`src/rtl/demod_qam_if.sv`:
```
// Stream bundle for demod_qam: {I,Q} symbol input with mode/flush, and the
// packed-word output handshake. The demodulator uses the slave modport.
interface demod_qam_if #(
    parameter int SAMPLE_W = 4,
    parameter int OUT_W    = 8
) ();
    logic [2*SAMPLE_W-1:0] i_data;
    logic                  i_enb;
    logic [1:0]            i_mode;
    logic                  i_flush;
    logic                  i_ready;
    logic                  o_ready;
    logic [OUT_W-1:0]      o_data;
    logic                  o_valid;

    modport master (
        output i_data, i_enb, i_mode, i_flush, i_ready,
        input  o_ready, o_data, o_valid
    );

    modport slave (
        input  i_data, i_enb, i_mode, i_flush, i_ready,
        output o_ready, o_data, o_valid
    );
endinterface

```
`src/rtl/demod_qam.sv`:
```
// Multi-mode (QPSK/QAM16/QAM64) hard-decision QAM slicer with Gray mapping and
// OUT_W-bit word packer. Define DEMOD_CLIP_CNT_EN to add the o_clip_cnt counter.
module demod_qam #(
    parameter int SAMPLE_W = 4,
    parameter int UNIT     = 1,
    parameter int OUT_W    = 8
) (
    input  logic        i_clk,
    input  logic        i_rst,
`ifdef DEMOD_CLIP_CNT_EN
    output logic [15:0] o_clip_cnt,
`endif
    demod_qam_if.slave  bus
);
    localparam int AW = OUT_W + 5;
    localparam int CW = $clog2(OUT_W + 6);

    typedef enum logic {ST_RUN, ST_FLUSH} state_t;

    state_t                     state_q, state_d;
    logic                       s1_vld_q, s1_vld_d;
    logic                       s1_flush_q, s1_flush_d;
    logic [5:0]                 s1_bits_q, s1_bits_d;
    logic [2:0]                 s1_k_q, s1_k_d;
    logic [AW-1:0]              acc_q, acc_d;
    logic [CW-1:0]              cnt_q, cnt_d;
    logic [OUT_W-1:0]           o_data_q, o_data_d;
    logic                       o_valid_q, o_valid_d;

    logic                       advance;
    logic signed [SAMPLE_W-1:0] samp_i, samp_q;
    logic [1:0]                 lb;
    logic [2:0]                 gray_i, gray_q;
    logic [5:0]                 sym_bits;
    logic [2:0]                 sym_k;
    logic [AW-1:0]              acc_app;
    logic [CW-1:0]              cnt_app, rem;

    // Count of thresholds at or below x, then binary-to-Gray.
    function automatic logic [2:0] slice_axis(input logic signed [SAMPLE_W-1:0] x,
                                              input logic [1:0] lbits);
        int lv, xi, n;
        lv = 1 << lbits;
        xi = int'(x);
        n  = 0;
        for (int unsigned j = 0; j < 7; j++) begin
            if (int'(j) < lv - 1 && xi >= (2 * int'(j) - (lv - 2)) * UNIT) n++;
        end
        return 3'(n ^ (n >> 1));
    endfunction

    function automatic logic [OUT_W-1:0] pad_word(input logic [AW-1:0] a,
                                                  input logic [CW-1:0] c);
        return OUT_W'(a << (OUT_W - int'(c)));
    endfunction

    assign samp_i = bus.i_data[2*SAMPLE_W-1:SAMPLE_W];
    assign samp_q = bus.i_data[SAMPLE_W-1:0];

    always_comb begin
        unique case (bus.i_mode)
            2'd0:    lb = 2'd1;
            2'd2:    lb = 2'd3;
            default: lb = 2'd2;
        endcase
    end

    assign gray_i   = slice_axis(samp_i, lb);
    assign gray_q   = slice_axis(samp_q, lb);
    assign sym_bits = 6'((32'(gray_i) << lb) | 32'(gray_q));
    assign sym_k    = {lb, 1'b0};

    assign advance     = !o_valid_q || bus.i_ready;
    assign bus.o_ready = advance && (state_q == ST_RUN);
    assign bus.o_data  = o_data_q;
    assign bus.o_valid = o_valid_q;

    // Stage 1 is consumed by stage 2 exactly when o_ready is high, so it reloads then.
    always_comb begin
        s1_vld_d   = s1_vld_q;
        s1_flush_d = s1_flush_q;
        s1_bits_d  = s1_bits_q;
        s1_k_d     = s1_k_q;
        if (bus.o_ready) begin
            s1_vld_d   = bus.i_enb;
            s1_flush_d = bus.i_flush;
            s1_bits_d  = sym_bits;
            s1_k_d     = sym_k;
        end
    end

    always_comb begin
        state_d   = state_q;
        acc_d     = acc_q;
        cnt_d     = cnt_q;
        o_valid_d = o_valid_q;
        o_data_d  = o_data_q;
        acc_app   = acc_q;
        cnt_app   = cnt_q;
        if (s1_vld_q) begin
            acc_app = (acc_q << s1_k_q) | AW'(s1_bits_q);
            cnt_app = cnt_q + CW'(s1_k_q);
        end
        rem = cnt_app - CW'(OUT_W);
        if (advance) begin
            o_valid_d = 1'b0;
            if (state_q == ST_FLUSH) begin
                // Stage 1 is held this cycle; only the flushed residue leaves.
                o_data_d  = pad_word(acc_q, cnt_q);
                o_valid_d = 1'b1;
                acc_d     = '0;
                cnt_d     = '0;
                state_d   = ST_RUN;
            end else if (cnt_app >= CW'(OUT_W)) begin
                o_data_d  = OUT_W'(acc_app >> rem);
                o_valid_d = 1'b1;
                acc_d     = acc_app & ((AW'(1) << rem) - AW'(1));
                cnt_d     = rem;
                if (s1_flush_q && rem != '0) state_d = ST_FLUSH;
            end else if (s1_flush_q && cnt_app != '0) begin
                o_data_d  = pad_word(acc_app, cnt_app);
                o_valid_d = 1'b1;
                acc_d     = '0;
                cnt_d     = '0;
            end else begin
                acc_d = acc_app;
                cnt_d = cnt_app;
            end
        end
    end

    always_ff @(posedge i_clk or negedge i_rst) begin
        if (!i_rst) begin
            state_q <= ST_RUN;
        end else begin
            state_q <= state_d;
        end
    end

    always_ff @(posedge i_clk or negedge i_rst) begin
        if (!i_rst) begin
            s1_vld_q   <= 1'b0;
            s1_flush_q <= 1'b0;
            s1_bits_q  <= '0;
            s1_k_q     <= '0;
            acc_q      <= '0;
            cnt_q      <= '0;
            o_data_q   <= '0;
            o_valid_q  <= 1'b0;
        end else begin
            s1_vld_q   <= s1_vld_d;
            s1_flush_q <= s1_flush_d;
            s1_bits_q  <= s1_bits_d;
            s1_k_q     <= s1_k_d;
            acc_q      <= acc_d;
            cnt_q      <= cnt_d;
            o_data_q   <= o_data_d;
            o_valid_q  <= o_valid_d;
        end
    end

`ifdef DEMOD_CLIP_CNT_EN
    logic        accept;
    logic [15:0] clip_q, clip_d;

    function automatic logic clips(input logic signed [SAMPLE_W-1:0] x,
                                   input logic [1:0] lbits);
        int xi;
        xi = int'(x);
        if (xi < 0) xi = -xi;
        return xi > ((1 << lbits) * UNIT);
    endfunction

    assign accept = bus.o_ready && bus.i_enb;

    always_comb begin
        clip_d = clip_q;
        if (accept && (clips(samp_i, lb) || clips(samp_q, lb)) && clip_q != '1)
            clip_d = clip_q + 16'd1;
    end

    always_ff @(posedge i_clk or negedge i_rst) begin
        if (!i_rst) begin
            clip_q <= '0;
        end else begin
            clip_q <= clip_d;
        end
    end

    assign o_clip_cnt = clip_q;
`endif
endmodule

```
`src/flat_wrapper.sv`:
```
// flat-port wrapper written by rule: the top's interface ports become plain ports
module demod_qam_flat 
#(
    parameter int SAMPLE_W = 4,
    parameter int UNIT     = 1,
    parameter int OUT_W    = 8
)
  (i_clk, i_rst, bus_i_data, bus_i_enb, bus_i_mode, bus_i_flush, bus_i_ready, bus_o_ready, bus_o_data, bus_o_valid);
  demod_qam_if #(.SAMPLE_W(SAMPLE_W), .OUT_W(OUT_W)) bus_i ();
  input  logic i_clk;
  input  logic i_rst;
  input wire logic [$bits(bus_i.i_data)-1:0] bus_i_data;
  input wire logic [$bits(bus_i.i_enb)-1:0] bus_i_enb;
  input wire logic [$bits(bus_i.i_mode)-1:0] bus_i_mode;
  input wire logic [$bits(bus_i.i_flush)-1:0] bus_i_flush;
  input wire logic [$bits(bus_i.i_ready)-1:0] bus_i_ready;
  output wire logic [$bits(bus_i.o_ready)-1:0] bus_o_ready;
  output wire logic [$bits(bus_i.o_data)-1:0] bus_o_data;
  output wire logic [$bits(bus_i.o_valid)-1:0] bus_o_valid;
  assign bus_i.i_data = bus_i_data;
  assign bus_i.i_enb = bus_i_enb;
  assign bus_i.i_mode = bus_i_mode;
  assign bus_i.i_flush = bus_i_flush;
  assign bus_i.i_ready = bus_i_ready;
  assign bus_o_ready = bus_i.o_ready;
  assign bus_o_data = bus_i.o_data;
  assign bus_o_valid = bus_i.o_valid;
  demod_qam #(.SAMPLE_W(SAMPLE_W), .UNIT(UNIT), .OUT_W(OUT_W)) u_core (.i_clk(i_clk), .i_rst(i_rst), .bus(bus_i));
endmodule
```
`config.mk`:
```
export PLATFORM = sky130hd
export DESIGN_NAME = demod_qam_flat
export DESIGN_NICKNAME = d
export VERILOG_FILES = /design/src/rtl/demod_qam_if.sv /design/src/rtl/demod_qam.sv /design/src/flat_wrapper.sv
export SDC_FILE = /design/constraint.sdc
export NUM_CORES = 1
export LEC_CHECK = 0
export CAP_MARGIN = 20
export CORE_UTILIZATION = 46
export CTS_CLUSTER_SIZE = 40
export DETAILED_ROUTE_END_ITERATION = 8
export PLACE_DENSITY = 0.71
export SLEW_MARGIN = 20
export SYNTH_ARGS = -nofsm -noshare
export SYNTH_HDL_FRONTEND = slang
export SYNTH_SLANG_ARGS = --single-unit
```
`constraint.sdc`:
```
create_clock -name i_clk -period 4 [get_ports i_clk]
set_input_delay 0.8 -clock i_clk [delete_from_list [all_inputs] [get_ports i_clk]]
set_output_delay 0.8 -clock i_clk [all_outputs]
set_load 0.1 [all_outputs]
```
==> summary.md, run 1 <==
| Metric | Value |
|---|---|
| Clock Tree Buf Depth | `2` |
| Worst reg2reg startpoint | `u_core.cnt_q[1]` |
| Residual DRC | `0` |
| Largest net degree at the start of global routing | `37` |
| Setup TNS | `-3850 ps` |
| Pleak | `2.87 nW` |
| Power Density | `677 nW/um^2` |
| Startpoint Class | `input pin` |
| Critical path class | `in2reg` |
| Crit-path slowest cell | `ha_4` |
| Worst-path clk slew | `80 ps` |
| Global-route wire length before repair | `21.6 mm` |
| Routed WL | `13.1 mm` |
| Worst Path Required | `4180 ps` |
| Period utilisation layout | `119%` |
| Mapped Cells | `582` |
| Nets | `793` |
| Die width | `102 um` |
| Critical path's largest stage delay | `300 ps` |
| Slew Viols, Final | `0` |
| Vias per inst | `5.67` |
| Routed length per placed instance | `15.3 um` |
| Die height | `102 um` |
| Status | `finished, violations left` |
| Num ports | `25` |
| DP Wirelength | `9.82 mm` |
| Yosys reg bits | `36` |
| RSZ-0062 raised after global routing | `true` |
| RD Place Congestion | `0.907` |
| Violations in the final reports | `setup timing` |
| Share of cells above drive strength 1 | `29.3%` |
| Hold wc startpoint | `u_core.bus.o_data[5]` |
| Syn Area/Cell | `7.95 sq um` |
| CP most frequent cell | `inv_1` |
| Worst-Margin Slew | `991 ps` |
| Post-synth top area share | `19.5%` |
| Slew HR | `33.7%` |
| CTS HTree Levels | `2` |
| Synth warn | `0` |
| Post-synth EDFFs | `0` |
| GR Overflow Total | `0` |
| Worst Clk Skew | `4.95 ps` |
| Post-Syn Area | `4620 sq um` |
| Synth area leaders | `dfrtp_1 19%, ha_1 15%, nand2_1 5.9%` |
| Non-filler cells, final | `854` |
| Area post-placement | `5910 sq um` |
| Critical path fanouts, max | `4` |
| GRT Resource Usage Total | `25.8%` |
| Final setup viols | `6` |
| Asr flop ratio synth | `100%` |
| Buffers added on ports | `24` |
| Die Area | `10500 sq um` |
| Max-cap viol count | `0` |
| Register area share after synthesis | `19.5%` |
| Skew-Pair Late Insertion Delay | `290 ps` |
| Initial antenna violation count | `0` |
| Most frequent cells after synthesis | `73 x nand2_1, 57 x ha_1, 42 x nor2_1, 39 x o21ai_0, 37 x a21oi_1` |
| Placed cells | `832` |
| Main synth FF type | `dfrtp_1` |
| CTS buffer count | `5` |
| Max VDD drop | `321 uV` |
| Initial drt markers | `205` |
| Post-route ant nets | `0` |
| Clock Tree Root | `clkbuf_8` |
| Starting Density | `47.3%` |
| Final hold vios | `0` |
| Minimum clock period after layout | `4760 ps` |
| Setup WS post-layout | `-761 ps` |
| Fmax | `0.210 GHz` |
| Vias | `4844` |
| Final instance area | `6370 sq um` |
| Pre-antenna DRT Iters | `5` |
| Core ar. | `9770 sq um` |
| Num rows | `36` |
| WP buf/inv | `6` |
| Vias in the first global route | `4801` |
| P&R area growth vs syn | `37.7%` |
| Final Core Density | `65.2%` |
| Cell variety after synth | `79` |
| Critical Path AT | `4940 ps` |
| CP top delay family | `adder cells` |
| CTS tree | `yes` |
| Endpoint type of the worst setup path | `flop` |
| Hold Crit Class | `reg2reg` |
| Ant diodes | `0` |
| Post-synth top area cell | `dfrtp_1` |
| Hold Slack | `489 ps` |
| Top-count cell post-synth | `nand2_1` |
| Crit path from | `bus_i_mode[1]` |
| CTS sink count | `36` |
[worst register-to-register path, delay by kind of cell (launching register included)]
kind / cells / cell delay (ps)
and+or+nand+nor: 4 / 680
DFF: 1 / 550
adders and majority gates: 4 / 1200
AOI/OAI and AO/OA: 3 / 570
buffers and inverters: 2 / 140
[registers in the layout, summed over array words and instances (netlist names)]
register            flops
u_core.state_q          1
u_core.s1_bits_q        6
u_core.bus.o_data       8
u_core.s1_flush_q       1
u_core.s1_vld_q         1
u_core.acc_q           13
u_core.cnt_q            3
u_core.s1_k_q           2
u_core.bus.o_valid      1
[through the flow]
stage	power [W]	setup slack (ps)
6_report	0.00431	-761
5_1_grt	0.00465	-972
4_1_cts	0.00417	-670
3_5_place_dp	0.00373	-1560
3_3_place_gp	0.00364	-1340
2_1_floorplan	0.00283	-935
[area by class of cell]
cell class / instances / area (sq um)
fill: 818 / 3410
clock inverter: 3 / 42.5
inverter: 39 / 151
sequential: 36 / 901
clock buffer: 5 / 68.8
multi-input combinational: 491 / 3860
timing repair buffer: 147 / 1180
tap: 133 / 166
[final timing paths]
path	endpoint	slack [ps]	cells after the start
worst max register to register	u_core.acc_q[10]	790	13
worst min-delay path	u_core.bus.o_data[5]	490	2
worst max-delay path	u_core.s1_bits_q[1]	-760	28
worst min register to register	u_core.bus.o_data[5]	490	2
min in group asynchronous	u_core.s1_vld_q	600	1
max in group asynchronous	u_core.s1_flush_q	2880	1
[layer usage]
layer	wire [um]	global-route usage (%)	share of wire [%]
met1	5480	29.9	42
met2	6740	47.6	51
met3	431	3.28	3.3
met4	448	10.7	3.4
met5	0	0	0
[logic make-up (layout without fill, tap and decap cells)]
family,after synthesis,after routing,synth area share (%)
multiplexers,25,25,5.47
adder cells (fa/ha/maj),58,58,15.9
XOR/XNOR,33,33,7.55
buffers and inverters,64,194,5.41
other,2,11,0.162
AO/OA/AOI/OAI,178,178,26.8
AND/OR/NAND/NOR,186,186,19.3
flip-flops,36,36,19.5
[power breakdown]
group | internal (W) | total, W | switching [W] | leakage [nW]
logic | 0.00143 | 0.00333 | 0.00190 | 2.36
registers | 0.000505 | 0.000662 | 0.000157 | 0.462
clock network | 0.000184 | 0.000323 | 0.000138 | 0.0541
[timing repair]
item / in CTS / in global routing
pin swaps: 38 / 11
hold buffers: 0 / 0
resized for setup: 48 / 21
buffers inserted: 13 / 3
endpoints found under the setup margin: 6 / 6
[cell usage in the layout (no fill, tap or decap), types with 11 or more instances in the layout]
cell type,instances
a21oi_1,32
a31oi_1,12
buf_4,120
clkdlybuf4s50_1,14
conb_1,11
dfrtp_1,36
ha_1,46
ha_4,11
inv_1,31
mux2i_1,19
nand2_1,73
nor2_1,41
nor3_1,12
o21ai_0,35
xnor2_1,14
Note: power is estimated with default switching activity, not from simulation.
==> run 2, diff against run 1 <==
--- a/config.mk
+++ b/config.mk
@@ -7,6 +7,7 @@
 export LEC_CHECK = 0
 export CAP_MARGIN = 20
 export CORE_UTILIZATION = 46
+export CTS_BUF_LIST = sky130_fd_sc_hd__clkbuf_16
 export CTS_CLUSTER_SIZE = 40
 export DETAILED_ROUTE_END_ITERATION = 8
 export PLACE_DENSITY = 0.71
==> run 2 against run 1 <==
Effect of this change: the flow still finishes with violations (setup timing); utilization grew 0.58 points; wire length up 0.95%; power is 3.0% higher; largest power group unchanged; final area grew 0.88%; non-clock buffer count stayed put; clock skew down 2.0 ps; combinational power is essentially flat; hold slack worse by 7.9 ps.
==> summary.md, run 2 (synthesized netlist as in run 1, its figures left out) <==
| Metric | Value |
|---|---|
| Setup TNS | `-3890 ps (-40.1 ps)` |
| CTS HTree Levels | `2 (unchanged)` |
| Status | `finished, violations left` |
| Max reg flops | `13 (unchanged)` |
| Initial antenna violation count | `0 (unchanged)` |
| Slew HR | `34.0% (+0.30 points)` |
| Design Power | `0.00444 W (+3.0%)` |
| Final setup viols | `6 (unchanged)` |
| Slew Viols, Final | `0 (unchanged)` |
| RSZ-0062 raised after global routing | `true` |
| Core ar. | `9770 sq um (unchanged)` |
| CTS buffer count | `5 (unchanged)` |
| Sequential cell area | `901 sq um (unchanged)` |
| Num ports | `25 (unchanged)` |
| Final Core Density | `65.7% (+0.58 points)` |
| Leading cell type in the layout, fill and taps excluded | `buf_4` |
| Hold endpoint | `u_core.bus.o_data[5]` |
| Num rows | `36 (unchanged)` |
| Critical path class | `in2reg` |
| Power Density | `691 nW/um^2 (+2.0%)` |
| CTS tree | `yes` |
| Critical Path AT | `4940 ps (about the same)` |
| Crit path from | `bus_i_mode[1]` |
| Max VDD drop | `322 uV (+0.21%)` |
| Setup WS post-layout | `-774 ps (-12.5 ps)` |
| # fillers | `800 (-2.2%)` |
| Routed WL | `13.2 mm (+0.95%)` |
| Largest net degree at the start of global routing | `37 (unchanged)` |
| DP Wirelength | `9.82 mm (unchanged)` |
| Global-route wire length before repair | `21.7 mm (+0.38%)` |
| Worst-path clk slew | `60 ps (-20 ps)` |
| Hold Crit Class | `reg2reg` |
| Die width | `102 um (unchanged)` |
| Worst r2r path cells | `13 (unchanged)` |
| Die height | `102 um (unchanged)` |
| Routed length per placed instance | `15.5 um (+0.95%)` |
| Max-cap viol count | `0 (unchanged)` |
| RD Place Congestion | `0.907 (unchanged)` |
| Logic pwr share | `75.0% (-2.2 points)` |
| Fmax | `0.209 GHz (-0.26%)` |
| GR Overflow Total | `0 (unchanged)` |
| Share of cells above drive strength 1 | `29.3% (unchanged)` |
| GRT Resource Usage Total | `26.0% (+0.22 points)` |
| Period utilisation layout | `119% (+0.31 points)` |
| Buffers added on ports | `24 (unchanged)` |
| Worst-Margin Slew | `987 ps (-4.43 ps)` |
| Internal cell power | `0.00223 W (+5.2%)` |
| Clock share of power | `10.0% (+2.5 points)` |
| Sw Share | `49.9% (-1.1 points)` |
| Worst reg-to-reg setup slack | `770 ps (-20 ps)` |
| Flop pwr share | `15.0% (-0.3 points)` |
| Worst Path Required | `4160 ps (-20 ps)` |
| Hold path cells | `2 (unchanged)` |
| Multi-input gate area | `3860 sq um (unchanged)` |
| Violations in the final reports | `setup timing` |
| Worst reg2reg startpoint | `u_core.cnt_q[1]` |
| Endpoint type of the worst setup path | `flop` |
| Residual DRC | `0 (unchanged)` |
| Top reg by flops | `u_core.acc_q` |
| Startpoint Class | `input pin` |
| Pleak | `2.90 nW (+0.89%)` |
| Pre-antenna DRT Iters | `5 (unchanged)` |
| Nets | `793 (unchanged)` |
| Most frequent cells in the layout | `120 x buf_4, 73 x nand2_1, 46 x ha_1` |
| Clock Tree Buf Depth | `2 (unchanged)` |
| Clock Tree Root | `clkbuf_16` |
| Vias | `4853 (+0.19%)` |
| Post-route ant nets | `0 (unchanged)` |
| Vias in the first global route | `4820 (+0.40%)` |
| P&R area growth vs syn | `38.9%` |
| Critical path fanouts, max | `4 (unchanged)` |
| Crit Reg-Reg Endpoint | `u_core.acc_q[10]` |
| Die Area | `10500 sq um (unchanged)` |
| CTS sink count | `36 (unchanged)` |
| Skew-Pair Late Insertion Delay | `280 ps (about the same)` |
| Starting Density | `47.3% (unchanged)` |
| Minimum clock period after layout | `4770 ps (+12.5 ps)` |
| NetSw | `0.00221 W (+0.82%)` |
| Initial drt markers | `219 (+6.8%)` |
| Ant diodes | `0 (unchanged)` |
| Hold wc startpoint | `u_core.bus.o_data[5]` |
| Vias per inst | `5.68 (+0.19%)` |
| Final hold vios | `0 (unchanged)` |
| Worst Clk Skew | `2.91 ps (-2.04 ps)` |
## run 2: cell counts in the layout (fill, tap and decap cells not counted)
No cell type changed its count.
## run 2: worst max path at each step
stage | to | slack (ps) | depth (start not counted)
finish | u_core.s1_bits_q[1] | -770 | 28
global route | u_core.s1_bits_q[1] | -990 | 32
CTS | u_core.s1_bits_q[1] | -690 | 28
detailed placement | u_core.s1_bits_q[2] | -1560 | 23
global placement | u_core.s1_bits_q[2] | -1340 | 23
floorplan | u_core.s1_bits_q[1] | -940 | 27
## run 2: power by group through the flow
stage,sequential [W],clock [W],combinational (W)
after floorplan,0.000814,0,0.00202
after global placement,0.000657,0,0.00298
after detailed placement,0.000664,0,0.00306
after CTS,0.000658,0.000449,0.00319
after global routing,0.000681,0.000464,0.00363
final,0.000665,0.000444,0.00333
## run 2: worst max-delay path: stages
cell and delay [ps]:
buf_8 90, or2_4 270, ha_4 220, nor2b_4 120, o21a_1 190, o31ai_2 220, inv_1 120, ha_4 300
xor2_2 140, inv_1 60, ha_1 260, inv_1 40, mux2i_2 160, ha_1 260, nand2_1 80, nand2_1 60
ha_1 270, inv_1 70, mux2i_2 80, a21oi_2 180, inv_2 80, ha_4 280, xor2_1 160, nand2_1 90
o21ai_2 70, xnor2_1 80, a21oi_1 110, o21ai_1 70
## run 2: what timing repair did
item,in CTS,in global routing
endpoints found under the hold margin,0,0
pin swaps,38,11
hold buffers,0,0
gates resized for setup,48,21
setup endpoints to repair,6,6
buffers inserted,13,3
## run 2: layer usage
layer | part of all wire [%] | up-vias | global-route usage [%]
li1 | - | 2372 | -
met1 | 42 | 2311 | 30.0
met2 | 51 | 126 | 47.5
met3 | 2.9 | 44 | 3.08
met4 | 3.7 | 0 | 12.5
met5 | 0 | - | 0
## run 2: area by class of cell
| type | instances | share of cell area [%] |
|---|---|---|
| inverters | 39 | 2.36 |
| clock buffers | 5 | 1.95 |
| repair buffers | 147 | 18.3 |
| well taps | 133 | 2.59 |
| multi-input cells | 491 | 60.1 |
| flip-flops and latches | 36 | 14.0 |
| clock inverters | 3 | 0.662 |
## run 2: metrics by stage
stage / cells / hold slack [ps] / worst slack (ps) / area (sq um)
final: 854 / 481 / -774 / 6420
after global routing: 854 / 523 / -986 / 6420
after CTS: 852 / 488 / -686 / 6310
after detailed placement: 832 / 476 / -1560 / 5910
after global placement: 832 / 467 / -1340 / 5910
after floorplan: 591 / 450 / -935 / 4790
